### src/rtl/serial_subtractor_pkg.sv
// Shared definitions for the bit-serial subtractor: FSM encoding and default width.
package serial_subtractor_pkg;

  localparam int DEFAULT_WIDTH = 8;

  typedef enum logic [1:0] {
    ST_IDLE = 2'd0,
    ST_RUN  = 2'd1,
    ST_DONE = 2'd2
  } state_t;

endpackage

### src/rtl/serial_subtractor_full_subtractor.sv
// One-bit full subtractor: d = x - y - bin, bout set when the bit needs to borrow.
module full_subtractor (
  input  logic x,
  input  logic y,
  input  logic bin,
  output logic d,
  output logic bout
);

  assign d    = x ^ y ^ bin;
  assign bout = (~x & y) | (~(x ^ y) & bin);

endmodule

### src/rtl/serial_subtractor.sv
// Bit-serial unsigned subtractor: one bit per clock, LSB first, WIDTH+1 busy cycles per op.
// States: IDLE wait for start | RUN shift one bit per cycle | DONE one-cycle result pulse.
module serial_subtractor
  import serial_subtractor_pkg::*;
#(
  parameter int WIDTH = DEFAULT_WIDTH
) (
  input  logic             clk,
  input  logic             rst,
  input  logic             start,
  input  logic [WIDTH-1:0] x,
  input  logic [WIDTH-1:0] y,
  input  logic             bin,
  output logic             busy,
  output logic             done,
  output logic [WIDTH-1:0] D,
  output logic             B
);

  localparam int CNT_W = (WIDTH > 1) ? $clog2(WIDTH) : 1;
  localparam logic [CNT_W-1:0] CNT_LAST = CNT_W'(WIDTH - 1);

  state_t           state_q, state_d;
  logic [WIDTH-1:0] xs_q, ys_q, res_q;
  logic             borrow_q;
  logic             b_out_q;
  logic [CNT_W-1:0] cnt_q;
  logic             bit_d, bit_bout;
  logic             last_bit;

  full_subtractor u_fs (
    .x    (xs_q[0]),
    .y    (ys_q[0]),
    .bin  (borrow_q),
    .d    (bit_d),
    .bout (bit_bout)
  );

  assign last_bit = (cnt_q == CNT_LAST);

  always_ff @(posedge clk or posedge rst) begin
    if (rst) state_q <= ST_IDLE;
    else     state_q <= state_d;
  end

  always_comb begin
    state_d = state_q;
    case (state_q)
      ST_IDLE: if (start)    state_d = ST_RUN;
      ST_RUN:  if (last_bit) state_d = ST_DONE;
      ST_DONE:               state_d = ST_IDLE;
      default:               state_d = ST_IDLE;
    endcase
  end

  always_comb begin
    busy = 1'b0;
    done = 1'b0;
    case (state_q)
      ST_RUN:  busy = 1'b1;
      ST_DONE: begin
        busy = 1'b1;
        done = 1'b1;
      end
      default: ;
    endcase
  end

  // B has its own flop so the previous borrow-out stays visible while a new op runs.
  always_ff @(posedge clk or posedge rst) begin
    if (rst) begin
      xs_q     <= '0;
      ys_q     <= '0;
      res_q    <= '0;
      borrow_q <= 1'b0;
      b_out_q  <= 1'b0;
      cnt_q    <= '0;
    end else begin
      case (state_q)
        ST_IDLE: begin
          if (start) begin
            xs_q     <= x;
            ys_q     <= y;
            borrow_q <= bin;
            cnt_q    <= '0;
          end
        end
        ST_RUN: begin
          xs_q     <= xs_q >> 1;
          ys_q     <= ys_q >> 1;
          res_q    <= {bit_d, res_q[WIDTH-1:1]};
          borrow_q <= bit_bout;
          cnt_q    <= cnt_q + 1'b1;
          if (last_bit) b_out_q <= bit_bout;
        end
        default: ;
      endcase
    end
  end

  assign D = res_q;
  assign B = b_out_q;

endmodule

### config.mk
export PLATFORM = sky130hd
export DESIGN_NAME = serial_subtractor
export DESIGN_NICKNAME = d
export VERILOG_FILES = /design/src/rtl/serial_subtractor_pkg.sv /design/src/rtl/serial_subtractor_full_subtractor.sv /design/src/rtl/serial_subtractor.sv
export SDC_FILE = /design/constraint.sdc
export NUM_CORES = 1
export LEC_CHECK = 0
export ABC_AREA = 1
export CORE_MARGIN = 5
export CORE_UTILIZATION = 36
export CTS_CLUSTER_SIZE = 25
export DETAILED_ROUTE_END_ITERATION = 12
export SYNTH_ARGS = -nofsm -noshare
export SYNTH_HDL_FRONTEND = slang
export SYNTH_SLANG_ARGS = --single-unit
### constraint.sdc
create_clock -name clk -period 2.4 [get_ports clk]
set_input_delay 0.48 -clock clk [delete_from_list [all_inputs] [get_ports clk]]
set_output_delay 0.48 -clock clk [all_outputs]
set_load 0.1 [all_outputs]
Word-level counts from Yosys, hierarchy flattened
Cells that the tools add are included.

Logic and storage cells: 39. Output and inout port bits: 11. Register bits: 31. Input bits: 20.

Muxes and demuxes: 13. Equal/unequal tests: 5. Bitwise logic cells: 7. $add $sub $neg: 1. Reductions and logical operators: 6.

Operators by type and width (number): 8-bit case mux with 2 select lines (2); 8-bit two-way mux (2); 3-bit case mux with 2 select lines (1); 2-bit AND reduction (3); 2-bit two-way mux (2); 2-bit inequality test (second input constant) (2); 2-bit case mux with 2 select lines (1); 3-bit by 1-bit adder with 3-bit output (second input constant) (1); 3-bit equality test (second input constant) (1); 1-bit two-way mux (3); 3-bit two-way mux (1); 1-bit bitwise AND (2); 2-bit by 1-bit equality test with 1-bit output (second input constant) (1); 2-bit equality test (second input constant) (1); 2-bit zero test (1); 1-bit inverter (2); 1-bit case mux with 2 select lines (1); 2-bit nonzero test (1); 2-bit OR reduction (1); 1-bit XOR (2); 1-bit OR (1).

Longest topological paths before layout
Gate-level depths: netlist (run 1).

Depth in word-level cells: 5. Gate-level depth with buffers: 8.

Cells and area by module
A second synthesis (run 1) with hierarchy kept.

Cells, all modules: 200. Area total of the unflattened synthesis: 1552.7 µm².

Modules (own cells, without submodules): serial_subtractor (area an instance 1521.5 µm², instances 1, cells each 196); full_subtractor (area an instance 31.3 µm², instances 1, cells each 4).

Worst setup path before layout (run 1)
Ideal clock, no wire load.

Kind: reg-to-output. Start point: reg state_q[0]. End point: out busy. Cell stages (with the launch flop): 3. Buffers on the path: 0. Data required time: 1.920 ns. Setup slack: 0.681 ns. Arrival: 1.239 ns. Cell sequence: dfrtp_1 > inv_1 > ha_1.

Word-level cells in the longest chain between the ends: 3.

Ends and longest elaborated chain: start, declared (RTL line serial_subtractor.sv:23) `state_t state_q, state_d;`; start signal, assigned (RTL line serial_subtractor.sv:43) `else state_q <= state_d;`; 2-bit equality test / 2-bit by 1-bit equality test with 1-bit output (equally long branches) (RTL line serial_subtractor.sv:59) `case (state_q)`; 2-bit OR reduction (no source line) *; 1-bit two-way mux * (RTL line serial_subtractor.sv:59); end, declared (RTL line serial_subtractor.sv:14) `output logic busy,`.

Mark *: on every way between the ends. The rest lies on a longest branch, timed or not.

Final worst setup path (run 1)
Same ends and word-level chain as after synthesis.

==> out/results.ini, run 1 <==
[outcome]
status = finished, final reports clean

[setup_path]
crit_path_end_kind = output pin
required_ps = 1920
crit_type = reg -> out
reg2reg_depth = 7
arrival_ps = 1310
worstPathMaxFanout = 3
crit_path_start_kind = flip-flop

[detailed_routing]
avgViaCountPerCell = 4.559
drt_iter0_markers = 50
drt_wl_total_mm = 3.229
dr_total_vias = 1272
antenna_left = 0
route.detailed.drc = 0
wl_per_cell_um = 11.57
drt-pass1-iter-count = 4

[timing]
fin_skew_ps = 4.874
relSlewSlack = 0.7212
rsz0062_at_grt = no
whs_ps = 490.8
setup_violations = 0
finalHoldViolations = 0
worst_pin_slew_ps = 417.6
post-route-period-util = 0.7442
slew_violations = 0
tns_ps = 0
timing.final.ws_setup_ps = 613.9
period_needed_ps = 1786
fmaxAchievable_mhz = 559.9

[power]
clock_power_share = 0.174
p_leak_nw = 1.055
p_int_mw = 1.439
power_switching_mw = 1.370
switching_share = 0.4876
pwr-share-seq = 0.312
ir_drop_mv = 0.5882
cellPowerDensity_mw_per_mm2 = 1447
p_comb_frac = 0.513

[layout]
layout_commonest_cell = nand2_1
area_delta_synth_final_pct = 26.49
postLayoutCoreUtil = 0.4786
nNetsFinal = 255
fill_cells = 411
layout-drive-gt1-share = 0.1004
layout_common_cells = 100 x nand2_1, 31 x dfrtp_1, 24 x nand3_1
antennaDiodeCount = 0

[grt]
antenna_found_initial = 0
gr-total-overflow = 0
grt_pass1_wl_mm = 5.768
grt_max_degree = 32
grtUsageTotal = 0.1360
grt_pass1_vias = 1234

[die]
initial_core_util = 0.3784
die_w_um = 75.31
ioPinCount = 31
die_y_um = 75.31
die_area_mm2 = 0.005671
rows = 23
core_area_mm2 = 0.004058

[placed_design]
place_congestion = 0.7374
pre_cts_slack_ps = 706.1
port-buffer-count = 30
post-dp-hpwl_mm = 2.148

[clock_network]
clkTransAtPathRegs_ps = 60
cts_resized = 0
holdBufCountCts = 0
cts_buffer_depth = 2
root_buffer = clkbuf_8
ctsHtreeMaxLevel = 2
clk_latency_ps = 280
postCtsSetupBuffers = 0
cts.sink_count = 31
cts_made_buffers = 5
cts_tree = done

[worst_hold_path]
hold_class = reg -> reg
hold_depth = 2

[synthesis]
synth.avg_cell_area_um2 = 7.754
netlist_area_mm2 = 0.001535
ys_seq_area_frac = 0.5053
syn_nets = 224
ys_ff_latch = 31
ys_types = 15
syn_inst = 198
yosys_warnings = 0

[flow_run]
cap_viol_max_count = 0

## cell families (layout without fill, tap and decap cells)
logic type / count (synthesis) / in the layout / synth area share
AND/OR/NAND/NOR: 128 / 128 / 0.3374
flip-flops: 31 / 31 / 0.5053
buffers and inverters: 24 / 55 / 0.07416
AO/OA/AOI/OAI: 9 / 9 / 0.02934
adder cells (fa/ha/maj): 6 / 6 / 0.05379
## cells in the mapped netlist, drive strengths merged
| master | n | area share |
|---|---|---|
| dfrtp | 31 | 0.51 |
| nor2 | 1 | 0.0024 |
| inv | 14 | 0.034 |
| o21ai | 9 | 0.029 |
| nand2 | 101 | 0.25 |
| buf | 10 | 0.040 |
| nand4 | 2 | 0.0081 |
| ha | 5 | 0.041 |
| fa | 1 | 0.013 |
| nand3 | 24 | 0.078 |
## worst max-delay path, stage by stage, from the launching register on
cell and delay, ps:
dfrtp_1 370, inv_1 70, ha_1 290, buf_4 290
## power groups by stage
stage,registers [mW],logic (mW),clock network [mW]
after floorplan,1.29,0.766,0
after global placement,0.883,1.45,0
after detailed placement,0.884,1.47,0
after CTS,0.877,1.47,0.500
after global routing,0.908,1.63,0.522
final,0.878,1.44,0.489
## stage by stage
step	total power, mW	cells	area [um^2]
after floorplan	2.055	198	1535
after global placement	2.336	272	1839
after detailed placement	2.353	272	1839
after CTS	2.846	279	1942
after global routing	3.061	279	1942
final	2.809	279	1942
## registers in the layout (all words and copies together), names as in the netlist
signal and count:
B 1, borrow_q 1, ys_q 8, cnt_q 3
D 8, xs_q 8, state_q 2
## metal layers
metal | up-vias | GRT usage | wire length, um
li1 | 675 | - | -
met1 | 567 | 0.1900 | 1569
met2 | 26 | 0.1975 | 1439
met3 | 4 | 0.04222 | 179
met4 | 0 | 0.05243 | 40
met5 | - | 0 | 0
## worst paths after layout
kind / startpoint / endpoint / slack [ps]
max: state_q[0] / busy / 610
min: D[0] / D[0] / 490
max reg2reg: state_q[1] / xs_q[3] / 700
min reg2reg: D[0] / D[0] / 490
max in group asynchronous: rst / xs_q[4] / 1530
min in group asynchronous: rst / ys_q[2] / 580
## cell type report
class	instances	area [um^2]	area share
flip-flops and latches	31	775.7	0.3995
repair buffers	34	302.8	0.1559
multi-input cells	143	645.6	0.3325
clock buffers	6	72.57	0.03737
well taps	50	62.56	0.03222
clock inverters	1	30.03	0.01546
inverters	14	52.55	0.02706
No activity file was read; power rests on OpenSTA's default activity.
==> run 2, diff against run 1 <==
Clock period 2.4 ns to 1.9 ns, I/O delays scaled along.
==> run 2 against run 1 <==
  * Clock-buffer cell count is 2 higher
  * Sequential share of layout area is 2.2 points lower
  * Sequential power is 29% higher
  * Setup slack worse by 320 ps
  * Final cell count is 1.1% higher
==> out/results.ini, run 2 (synthesis results as in run 1) <==
[clock_network]
cts_tree = done  ; unchanged
root_buffer = clkbuf_8  ; unchanged
holdBufCountCts = 0  ; unchanged
clk_latency_ps = 280  ; about the same
clkTransAtPathRegs_ps = 60  ; about the same
ctsHtreeMaxLevel = 2  ; unchanged
cts.sink_count = 31  ; unchanged
cts_made_buffers = 5  ; unchanged
cts_buffer_depth = 2  ; unchanged
postCtsSetupBuffers = 0  ; unchanged
cts_resized = 0  ; unchanged

[die]
die_y_um = 75.31  ; unchanged
core_area_mm2 = 0.004058  ; unchanged
rows = 23  ; unchanged
die_area_mm2 = 0.005671  ; unchanged
die_w_um = 75.31  ; unchanged
ioPinCount = 31  ; unchanged
initial_core_util = 0.3784  ; unchanged

[layout]
area_delta_synth_final_pct = 33.82  ; was 26.49%
layout_commonest_cell = nand2_1  ; unchanged
layout-drive-gt1-share = 0.1121  ; was 0.1004
nNetsFinal = 257  ; was 255
layout_common_cells = 100 x nand2_1, 31 x dfrtp_1, 24 x nand3_1  ; unchanged
final_cells = 282  ; was 279
antennaDiodeCount = 0  ; unchanged

[setup_path]
timing.rr.end = borrow_q  ; was xs_q[3]
required_ps = 1520  ; was 1920 ps
crit_path_start_kind = flip-flop  ; unchanged
reg2reg_depth = 7  ; unchanged
crit_type = reg -> out  ; unchanged
r2r_start = state_q[0]  ; was state_q[1]
crit_path_end_kind = output pin  ; unchanged
path_cells = inv_1, ha_1, buf_12  ; was inv_1, ha_1, buf_4
critPathSlowestCell = dfrtp_1  ; unchanged
worst-r2r-setup-slack_ps = 470  ; was 700 ps
worstPathMaxFanout = 3  ; unchanged
arrival_ps = 1230  ; was 1310 ps
max_stage_delay_ps = 370  ; about the same

[power]
p_leak_nw = 1.091  ; was 1.055 nW
cellPowerDensity_mw_per_mm2 = 1791  ; was 1447 mW/mm^2
clock_power_share = 0.152  ; was 0.174
pwr-share-seq = 0.307  ; was 0.312
power_switching_mw = 1.751  ; was 1.370 mW
switching_share = 0.4761  ; was 0.4876
p_int_mw = 1.927  ; was 1.439 mW
p_comb_frac = 0.541  ; was 0.513
ir_drop_mv = 0.6723  ; was 0.5882 mV

[placed_design]
place_inst = 274  ; was 272
place_congestion = 0.7028  ; was 0.7374
pre_cts_slack_ps = 369.2  ; was 706.1 ps
port-buffer-count = 30  ; unchanged
post-dp-hpwl_mm = 2.160  ; was 2.148 mm

[grt]
grt_pass1_wl_mm = 5.513  ; was 5.768 mm
use_met1 = 0.1605  ; was 0.1900
grt_max_degree = 32  ; unchanged
gr-total-overflow = 0  ; unchanged
grt_use_met3 = 0.03166  ; was 0.04222
antenna_found_initial = 0  ; unchanged
busiest_layer = met2  ; unchanged
met2_usage = 0.2042  ; was 0.1975
grt_pass1_vias = 1293  ; was 1,234
grtUsageTotal = 0.1259  ; was 0.1360

[timing]
rsz0062_at_grt = no  ; unchanged
timing.final.ws_setup_ps = 290.7  ; was 613.9 ps
fin_skew_ps = 5.098  ; was 4.874 ps
setup_violations = 0  ; unchanged
period_needed_ps = 1609
relSlewSlack = 0.7209  ; was 0.7212
slew_violations = 0  ; unchanged
finalHoldViolations = 0  ; unchanged
fmaxAchievable_mhz = 621.4
tns_ps = 0  ; unchanged
post-route-period-util = 0.8470
whs_ps = 486.3  ; was 490.8 ps
worst_pin_slew_ps = 418.1  ; was 417.6 ps

[detailed_routing]
drt_wl_total_mm = 3.166  ; was 3.229 mm
drt_iter0_markers = 84  ; was 50
drt-pass1-iter-count = 4  ; unchanged
route.detailed.drc = 0  ; unchanged
wl_per_cell_um = 11.23  ; was 11.57 um
dr_total_vias = 1309  ; was 1,272
avgViaCountPerCell = 4.642  ; was 4.559
antenna_left = 0  ; unchanged

[worst_hold_path]
hold_class = in -> async  ; was reg -> reg

[outcome]
status = finished, final reports clean  ; unchanged

[flow_run]
cap_viol_max_count = 0  ; unchanged

run 2: worst max-delay path by stage:
stage / end / slack (ps) / from / depth (start not counted)
6_report: busy / 290 / state_q[0] / 3
5_1_grt: busy / 230 / state_q[0] / 3
4_1_cts: busy / 280 / state_q[0] / 3
3_5_place_dp: ys_q[6] / 370 / start / 5
3_3_place_gp: xs_q[6] / 390 / start / 5
2_1_floorplan: busy / 280 / state_q[0] / 2
run 2: power groups by stage:
stage / Combinational [mW] / Sequential (mW) / Clock, mW
global placement: 1.99 / 1.14 / 0
global route: 2.19 / 1.17 / 0.609
finish: 1.99 / 1.13 / 0.559
detailed placement: 2.02 / 1.14 / 0
floorplan: 0.968 / 1.63 / 0
CTS: 2.02 / 1.13 / 0.579
run 2: layer usage:
| metal | wire (um) | vias up |
|---|---|---|
| met5 | 0 | - |
| met4 | 54 | 0 |
| met3 | 143 | 9 |
| met2 | 1500 | 27 |
| met1 | 1467 | 593 |
| li1 | - | 680 |
run 2: area by class of cell:
| type | instances | area [um^2] |
|---|---|---|
| Fill cell | 406 | 2003 |
| Inverter | 14 | 52.55 |
| Clock buffer | 8 | 100.1 |
| Tap cell | 50 | 62.56 |
| Sequential cell | 31 | 775.7 |
| Multi-Input combinational cell | 143 | 645.6 |
| Timing Repair Buffer | 36 | 417.9 |
run 2: stage by stage:
step	cell area (um^2)	power [mW]	utilization
floorplan	1535	2.596	-
global placement	1954	3.131	0.4817
detailed placement	1954	3.161	0.4817
CTS	2054	3.734	0.5063
global route	2054	3.973	0.5063
finish	2054	3.679	0.5063
run 2: critical path: cells and delay by family (launching register included):
family,cells,cell delay (ps)
fa+ha+maj,1,330
buf+inv,2,250
flops,1,370
